**config.mk**
```make
export PLATFORM = sky130hd
export DESIGN_NAME = uart_port_ctrl
export DESIGN_NICKNAME = d
export VERILOG_FILES = /design/src/rtl/uart_port_ctrl.sv
export SDC_FILE = /design/constraint.sdc
export NUM_CORES = 1
export LEC_CHECK = 0
export ABC_AREA = 1
export BUFFER_PORTS_ARGS = -buffer_cell sky130_fd_sc_hd__buf_2
export CORE_ASPECT_RATIO = 1.1
export CORE_MARGIN = 8
export CORE_UTILIZATION = 37
export CTS_CLUSTER_DIAMETER = 120
export DETAILED_ROUTE_END_ITERATION = 16
export PLACE_DENSITY = 0.66
export REMOVE_ABC_BUFFERS = 1
export SLEW_MARGIN = 40
export SYNTH_ARGS = -nofsm -noshare
export SYNTH_HDL_FRONTEND = slang
export SYNTH_SLANG_ARGS = --single-unit
```
**constraint.sdc**
```tcl
create_clock -name clk -period 1.5 [get_ports clk]
set_input_delay 0.3 -clock clk [delete_from_list [all_inputs] [get_ports clk]]
set_output_delay 0.3 -clock clk [all_outputs]
set_load 0.02 [all_outputs]
```
**src/rtl/uart_port_ctrl.sv**
```systemverilog
// uart_port_ctrl: sequences the FT245-style parallel UART for the CPU uart slot.
// Holds one RX and one TX byte; the shared FT bus is granted round-robin between RX fetch and TX drain.
module uart_port_ctrl #(
  parameter int SYNC_STAGES = 2,
  parameter int RD_PULSE    = 2,
  parameter int WR_PULSE    = 2,
  parameter int RECOVER     = 1
) (
  input  logic       clk,
  input  logic       mr,
  input  logic       cpu_wr,
  input  logic [7:0] cpu_din,
  input  logic       cpu_rd,
  output logic [7:0] cpu_dout,
  output logic       flag_di,
  output logic       flag_do,
  output logic       err_overrun,
  input  logic       ft_rxf_n,
  input  logic       ft_txe_n,
  output logic       ft_rd_n,
  output logic       ft_wr,
  input  logic [7:0] ft_data_in,
  output logic [7:0] ft_data_out,
  output logic       ft_data_oe
);
  typedef enum logic [2:0] {IDLE, RD, WR, WR_HOLD, REC} state_t;

  localparam int CNT_MAX = (RD_PULSE > WR_PULSE) ?
                           ((RD_PULSE > RECOVER) ? RD_PULSE : RECOVER) :
                           ((WR_PULSE > RECOVER) ? WR_PULSE : RECOVER);
  localparam int CNT_W   = (CNT_MAX > 1) ? $clog2(CNT_MAX) : 1;
  localparam logic RR_RX = 1'b0;
  localparam logic RR_TX = 1'b1;

  state_t             state_reg, state_next;
  logic [CNT_W-1:0]   cnt_reg, cnt_next;
  logic               rr_last_reg, rr_last_next;
  logic [SYNC_STAGES-1:0] rxf_sync_reg, rxf_sync_next;
  logic [SYNC_STAGES-1:0] txe_sync_reg, txe_sync_next;
  logic               rxf_s, txe_s;
  logic               rx_req, tx_req, rx_capture, tx_done;
  logic [7:0]         rx_hold_reg, tx_hold_reg, ft_data_out_reg;
  logic               rx_full_reg, tx_empty_reg, err_overrun_reg;
  logic               ft_rd_n_reg, ft_wr_reg, ft_data_oe_reg;

  // Shift chain for the two asynchronous status inputs.
  generate
    for (genvar gi = 0; gi < SYNC_STAGES; gi++) begin : g_sync
      if (gi == 0) begin : g_first
        assign rxf_sync_next[gi] = ft_rxf_n;
        assign txe_sync_next[gi] = ft_txe_n;
      end else begin : g_next
        assign rxf_sync_next[gi] = rxf_sync_reg[gi-1];
        assign txe_sync_next[gi] = txe_sync_reg[gi-1];
      end
    end
  endgenerate

  always_ff @(posedge clk or posedge mr) begin
    if (mr) begin
      rxf_sync_reg <= '1;
      txe_sync_reg <= '1;
    end else begin
      rxf_sync_reg <= rxf_sync_next;
      txe_sync_reg <= txe_sync_next;
    end
  end

  assign rxf_s  = rxf_sync_reg[SYNC_STAGES-1];
  assign txe_s  = txe_sync_reg[SYNC_STAGES-1];
  assign rx_req = !rx_full_reg && !rxf_s;
  assign tx_req = !tx_empty_reg && !txe_s;

  always_comb begin
    state_next   = state_reg;
    cnt_next     = cnt_reg;
    rr_last_next = rr_last_reg;
    rx_capture   = 1'b0;
    tx_done      = 1'b0;
    case (state_reg)
      IDLE: begin
        cnt_next = '0;
        if (rx_req && (!tx_req || rr_last_reg == RR_TX)) begin
          state_next   = RD;
          rr_last_next = RR_RX;
        end else if (tx_req) begin
          state_next   = WR;
          rr_last_next = RR_TX;
        end
      end
      RD: begin
        if (cnt_reg == CNT_W'(RD_PULSE - 1)) begin
          rx_capture = 1'b1;
          cnt_next   = '0;
          state_next = REC;
        end else begin
          cnt_next = cnt_reg + CNT_W'(1);
        end
      end
      WR: begin
        if (cnt_reg == CNT_W'(WR_PULSE - 1)) begin
          cnt_next   = '0;
          state_next = WR_HOLD;
        end else begin
          cnt_next = cnt_reg + CNT_W'(1);
        end
      end
      WR_HOLD: begin
        tx_done    = 1'b1;
        cnt_next   = '0;
        state_next = REC;
      end
      REC: begin
        if (cnt_reg == CNT_W'(RECOVER - 1)) begin
          cnt_next   = '0;
          state_next = IDLE;
        end else begin
          cnt_next = cnt_reg + CNT_W'(1);
        end
      end
      default: state_next = IDLE;
    endcase
  end

  // Strobes are registered from the next state so they line up with the state itself.
  always_ff @(posedge clk or posedge mr) begin
    if (mr) begin
      state_reg       <= IDLE;
      cnt_reg         <= '0;
      rr_last_reg     <= RR_TX;
      ft_rd_n_reg     <= 1'b1;
      ft_wr_reg       <= 1'b0;
      ft_data_oe_reg  <= 1'b0;
      ft_data_out_reg <= 8'h00;
    end else begin
      state_reg      <= state_next;
      cnt_reg        <= cnt_next;
      rr_last_reg    <= rr_last_next;
      ft_rd_n_reg    <= (state_next != RD);
      ft_wr_reg      <= (state_next == WR);
      ft_data_oe_reg <= (state_next == WR) || (state_next == WR_HOLD);
      if (state_next == WR) begin
        ft_data_out_reg <= tx_hold_reg;
      end
    end
  end

  // A write landing in the final WR_HOLD cycle reloads the holding register instead of overrunning.
  always_ff @(posedge clk or posedge mr) begin
    if (mr) begin
      rx_hold_reg     <= 8'h00;
      rx_full_reg     <= 1'b0;
      tx_hold_reg     <= 8'h00;
      tx_empty_reg    <= 1'b1;
      err_overrun_reg <= 1'b0;
    end else begin
      if (rx_capture) begin
        rx_hold_reg <= ft_data_in;
        rx_full_reg <= 1'b1;
      end else if (cpu_rd && rx_full_reg) begin
        rx_full_reg <= 1'b0;
      end
      if (cpu_wr && (tx_empty_reg || tx_done)) begin
        tx_hold_reg  <= cpu_din;
        tx_empty_reg <= 1'b0;
      end else begin
        if (cpu_wr) begin
          err_overrun_reg <= 1'b1;
        end
        if (tx_done) begin
          tx_empty_reg <= 1'b1;
        end
      end
    end
  end

  assign cpu_dout    = rx_hold_reg;
  assign flag_di     = rx_full_reg;
  assign flag_do     = tx_empty_reg;
  assign err_overrun = err_overrun_reg;
  assign ft_rd_n     = ft_rd_n_reg;
  assign ft_wr       = ft_wr_reg;
  assign ft_data_out = ft_data_out_reg;
  assign ft_data_oe  = ft_data_oe_reg;
endmodule
```
=== After elaboration in Yosys (flattened, before gate mapping) ===
Index checks and enable logic that the tools add are counted.
Widths: inputs -> output; s select.

* Register bits after elaboration: 39
* Word-level logic and storage cells: 63
* ROM bits: 0
* Input port bits: 22
* Memories: 0
* Memory bits (writable): 0
* Latch bits: 0
* Output and inout bits: 22

* Eq/ne operators: 7
* Div/mod/pow operators: 0
* Reduce and logical (&&, ||, !) cells: 22
* Bitwise gates (word level): 1
* Muxes and demuxes: 18
* Multiply operators: 0
* $add $sub $neg: 1
* Shifts and indexed selects: 0
* Order comparisons: 0

{| class="wikitable"
|+ Operator list
! operator !! count
|-
| $mux 3 || 5
|-
| $pmux 3 s5 || 1
|-
| $eq 3x2->1 const B || 4
|-
| $mux 1 || 11
|-
| $reduce_bool 2->1 || 3
|-
| $logic_and 1x1->1 || 5
|-
| $logic_not 1->1 || 5
|-
| $reduce_and 2->1 || 2
|-
| $reduce_or 2->1 || 2
|-
| $eq 3x1->1 const B || 1
|-
| $eq 3x3->1 const B || 1
|-
| $logic_not 3->1 || 1
|-
| $logic_or 1x1->1 || 3
|-
| $ne 3x1->1 const B || 1
|-
| $pmux 1 s3 || 1
|-
| $reduce_bool 3->1 || 1
|-
| $add 1x1->1 const B || 1
|-
| $not 1->1 || 1
|}

=== Logic depth before layout (Yosys ltp) ===
* Depth after elaboration: 9
* Gate-level depth with buffers: 8
* Depth with buffers taken out: 8

=== Worst setup path after synthesis ===
No wires, ideal clock.

* Path type: register to register
* From: register tx_empty_reg (netlist: flag_do)
* To: register ft_data_out_reg[0] (netlist: ft_data_out[0])
* Required time: 1.434 ns
* Period minus slack after synthesis: 1.276 ns
* Setup time: 0.066 ns
* Stages on the path, launching flop included: 9
* Path buffers: 0
* Path slack: 0.224 ns
* Arrival: 1.211 ns
* Path through: dfstp_2 -> nor2_1 -> nand2_1 -> nand2_1 -> nor2_1 -> nor2_4 -> nand2_4 -> nand2_1 -> nand2_1

* Longest elaborated chain between the ends: 8
* Elaborated cells between the ends (all ways): 9
* Those cells by class: 1 x eq/ne; 3 x mux; 5 x reduce/logical

{| class="wikitable"
|+ RTL lines
! what !! RTL line !! RTL
|-
| start: declaration || 43 || <nowiki>logic rx_full_reg, tx_empty_reg, err_overrun_reg;</nowiki>
|-
| start signal: assignment || 154 || <nowiki>tx_empty_reg <= 1'b1;</nowiki>
|-
| start signal: assignment || 165 || <nowiki>tx_empty_reg <= 1'b0;</nowiki>
|-
| start signal: assignment || 171 || <nowiki>tx_empty_reg <= 1'b1;</nowiki>
|-
| $logic_not 1->1 * || 72 || <nowiki>assign tx_req = !tx_empty_reg && !txe_s;</nowiki>
|-
| $logic_and 1x1->1 * || 72 ||
|-
| $logic_not 1->1 || 83 || <nowiki>if (rx_req && (!tx_req || rr_last_reg == RR_TX)) begin</nowiki>
|-
| $logic_or 1x1->1 || 83 ||
|-
| $logic_and 1x1->1 || 83 ||
|-
| $mux 3 * || 83 ||
|-
| $pmux 3 s5 * || 80 || <nowiki>case (state_reg)</nowiki>
|-
| $eq 3x2->1 * || 142 || <nowiki>if (state_next == WR) begin</nowiki>
|-
| end signal: assignment || 143 || <nowiki>ft_data_out_reg <= tx_hold_reg;</nowiki>
|-
| end: declaration || 42 || <nowiki>logic [7:0] rx_hold_reg, tx_hold_reg, ft_data_out_reg;</nowiki>
|}

Mark *: on every way between the ends. The rest lies on a longest branch, timed or not.
A chain may end at the register's enable or synchronous reset.

=== Worst setup path after layout ===
* From: register tx_empty_reg (netlist: flag_do)
* To: register ft_data_out_reg[7] (netlist: ft_data_out[7])

Same word-level chain as after synthesis.

==> key figures <==
Clock tree
  • Clk buf depth: 2
  • CTS clock-pin slew for the worst setup and hold paths: 0.07 ns
  • Root buf cell: clkbuf_8
  • Sink Count: 39
  • TritonCTS buffer count: 5
  • Hold_buf cts: 0
  • H-tree depth: 2
  • CTS tree: yes
  • Worst-Skew Late Latency: 0.29 ns

Place
  • Port bufs: 43
  • Post-DP HPWL: 2.32 mm
  • RePlAce Congestion: 0.769
  • Placement Cell Area: 1810 um2
  • Placement Setup Slack: 0.153 ns
  • Placed insts: 238

Detailed routing
  • TritonRoute pass-1 iters: 4
  • DR vias: 1118
  • DRC Markers: 0
  • Post-Route WL: 3.05 mm
  • Number of DRC markers in iteration 0: 70
  • Routed Antenna Nets: 0
  • Via density: 4.51
  • Routed len/inst: 12.3 um

Timing
  • Fin Clk Skew: 0.00811 ns
  • F_max: 726 MHz
  • Setup Viol. Count Final: 0
  • RSZ-0062 raised after global routing: true
  • Final min period: 1.38 ns
  • Slew Limit Headroom: 0.798
  • Tightest Pin Transition: 0.302 ns
  • Final worst path period share: 0.918
  • Setup TNS: 0 ns
  • Setup WS post-layout: 0.123 ns
  • Final Max Tran Viols: 0
  • Final Hold Viols: 0

Floorplan
  • Die Wd: 77.0 um
  • Starting density of the core: 0.385
  • Num rows: 24
  • I/O pins: 44
  • Core region area: 3930 um2
  • Die Ht: 83.1 um
  • Die area: 6390 um2

Synthesis
  • Avg Cell Area, Syn: 10.7 um2
  • Synth Instances: 141
  • Sequential cell area fraction in the yosys report: 0.651
  • Yosys reg bits: 39
  • Post-synthesis cell area: 1510 um2
  • Ys Warns: 0
  • Cell variety after synth: 18

Finish
  • Layout area overhead: 26.9%
  • Fillers: 375
  • Nets: 217
  • Final Instance Area: 1920 um2
  • Ant. Diodes: 0
  • Share of layout cells above drive strength 1: 0.429
  • Footprint of the multi-input gates: 488 um2
  • Final Non-Filler Cells: 248
  • Reg area: 985 um2

Power and ir drop
  • Leak: 1.02 nW
  • Switching Share: 0.400
  • PwrDens: 2140 nW/um2
  • Sw Pwr: 0.00165 W
  • Combinational group share of total power: 0.408
  • Register share of total power: 0.418
  • Internal: 0.00247 W
  • Final Power: 0.00411 W
  • Worst IR Drop VDD: 0.793 mV
  • Clock power frac: 0.173

Global routing
  • Vias in the first global route: 1116
  • Global route overflow: 0
  • Tot GR Track Use: 0.101
  • First-pass GRT wire length: 5.11 mm
  • Pin count of the biggest net entering global routing: 25
  • Initial antenna violation count: 0

Critical path
  • Slowest stage delay, CP: 0.53 ns
  • Crit path DAT: 1.56 ns
  • Top Family by Delay on Critical Path: simple AND/OR/NAND/NOR gates
  • CP startpoint kind: flip-flop
  • Most frequent CP cell: nand2_1
  • Slowest cell on the critical path: dfstp_2
  • Crit-path cells: nor2_1, nand2_1, nand2_1, nor2_2, nor2_4, buf_4, nand3_1, nand2_1
  • Critical Path Sink Type: flip-flop
  • Setup Crit Path Kind: flip-flop to flip-flop
  • Reg2Reg Launch Point: flag_do
  • Worst EP required: 1.68 ns
  • WP buf/inv: 1
  • Max FO, Critical Path: 5
  • Worst setup path start: flag_do

Hold path
  • Worst hold path class: primary input to async pin

Run status
  • Run status: finished, final reports clean

Flow run
  • Maxcap violations: 0
==> cell usage in the layout (no fill, tap or decap) <==
master and count:
buf_4 4, nor2_2 5, o22ai_1 1, mux2_2 8
nand2_2 4, o21ai_0 1, dfstp_2 7, clkbuf_8 6
a21oi_1 2, nor2_1 3, nand3_1 22, a31o_2 1
nand2_1 39, nor2_4 1, nand3_2 1, inv_2 1
clkbuf_1 1, inv_1 11, nand2_4 2, dfrtp_1 32
clkinv_2 1, buf_2 43
==> final timing paths <==
path,end,slack (ns),cells past startpoint
max,ft_data_out[7],0.12,8
min,cpu_dout[3],0.02,3
max reg2reg,ft_data_out[7],0.12,8
min reg2reg,txe_sync_reg[1],0.36,0
max in group asynchronous,txe_sync_reg[0],1.15,3
min in group clk,txe_sync_reg[0],0.11,1
==> timing repair <==
| action | in CTS | in global routing |
|---|---|---|
| endpoints found under the setup margin | 0 | 8 |
| setup buffers | 0 | 1 |
| endpoints found under the hold margin | 0 | 0 |
| resized for setup | 0 | 1 |
==> power groups by stage <==
stage                     Clock (W)  Combinational, W  Sequential (W)
after floorplan                   0          0.000868         0.00200
after global placement            0           0.00161         0.00173
after detailed placement          0           0.00164         0.00173
after CTS                  0.000739           0.00164         0.00172
after global routing       0.000773           0.00187         0.00178
final                      0.000713           0.00168         0.00172
==> Yosys cell counts <==
cell | n | share of area
dfstp_2 | 7 | 0.12
nor2_4 | 1 | 0.0074
dfrtp_1 | 32 | 0.53
inv_2 | 1 | 0.0025
nand3_2 | 1 | 0.0066
nor2_1 | 4 | 0.0099
nand2_1 | 39 | 0.097
nand2_2 | 4 | 0.017
o22ai_1 | 1 | 0.0041
clkbuf_1 | 1 | 0.0025
nand3_1 | 22 | 0.073
a31o_2 | 1 | 0.0058
inv_1 | 11 | 0.027
nand2_4 | 2 | 0.015
nor2_2 | 3 | 0.012
o21ai_0 | 1 | 0.0033
a21oi_1 | 2 | 0.0066
mux2_2 | 8 | 0.060
==> through the flow <==
step	utilization	hold WS [ns]
after global placement	0.461	0.328
after floorplan	-	0.304
after detailed placement	0.461	0.327
after CTS	0.484	0.0150
after global routing	0.488	0.0420
final	0.488	0.0199
==> area by class of cell <==
class | instances | share of cell area
flip-flops and latches | 39 | 0.513
multi-input cells | 90 | 0.254
repair buffers | 47 | 0.128
clock buffers | 7 | 0.0450
well taps | 52 | 0.0339
inverters | 12 | 0.0235
clock inverters | 1 | 0.00261
==> cell families (layout without fill, tap and decap cells) <==
kind of cell,Yosys count,count (layout),share of synthesized area
AO/OA/AOI/OAI,5,5,0.0199
flip-flops,39,39,0.651
buffers and inverters,13,67,0.0323
AND/OR/NAND/NOR,76,77,0.237
multiplexers,8,8,0.0596
==> worst register-to-register path: cells and delay by family, from the launching register on <==
family	cells	cell delay, ns
AND/OR/NAND/NOR	7	0.59
buffers and inverters	1	0.14
flip-flops	1	0.53
==> per-layer routing <==
metal  track usage  vias up  wire length, um  part of all wire
met5             0        -                0                 0
met4        0.0630        0               74             0.024
met3        0.0377        6              172             0.056
met2         0.167       24             1550              0.51
met1         0.107      526             1250              0.41
li1              -      562                -                 -
Power figures use the tool's default switching activity.
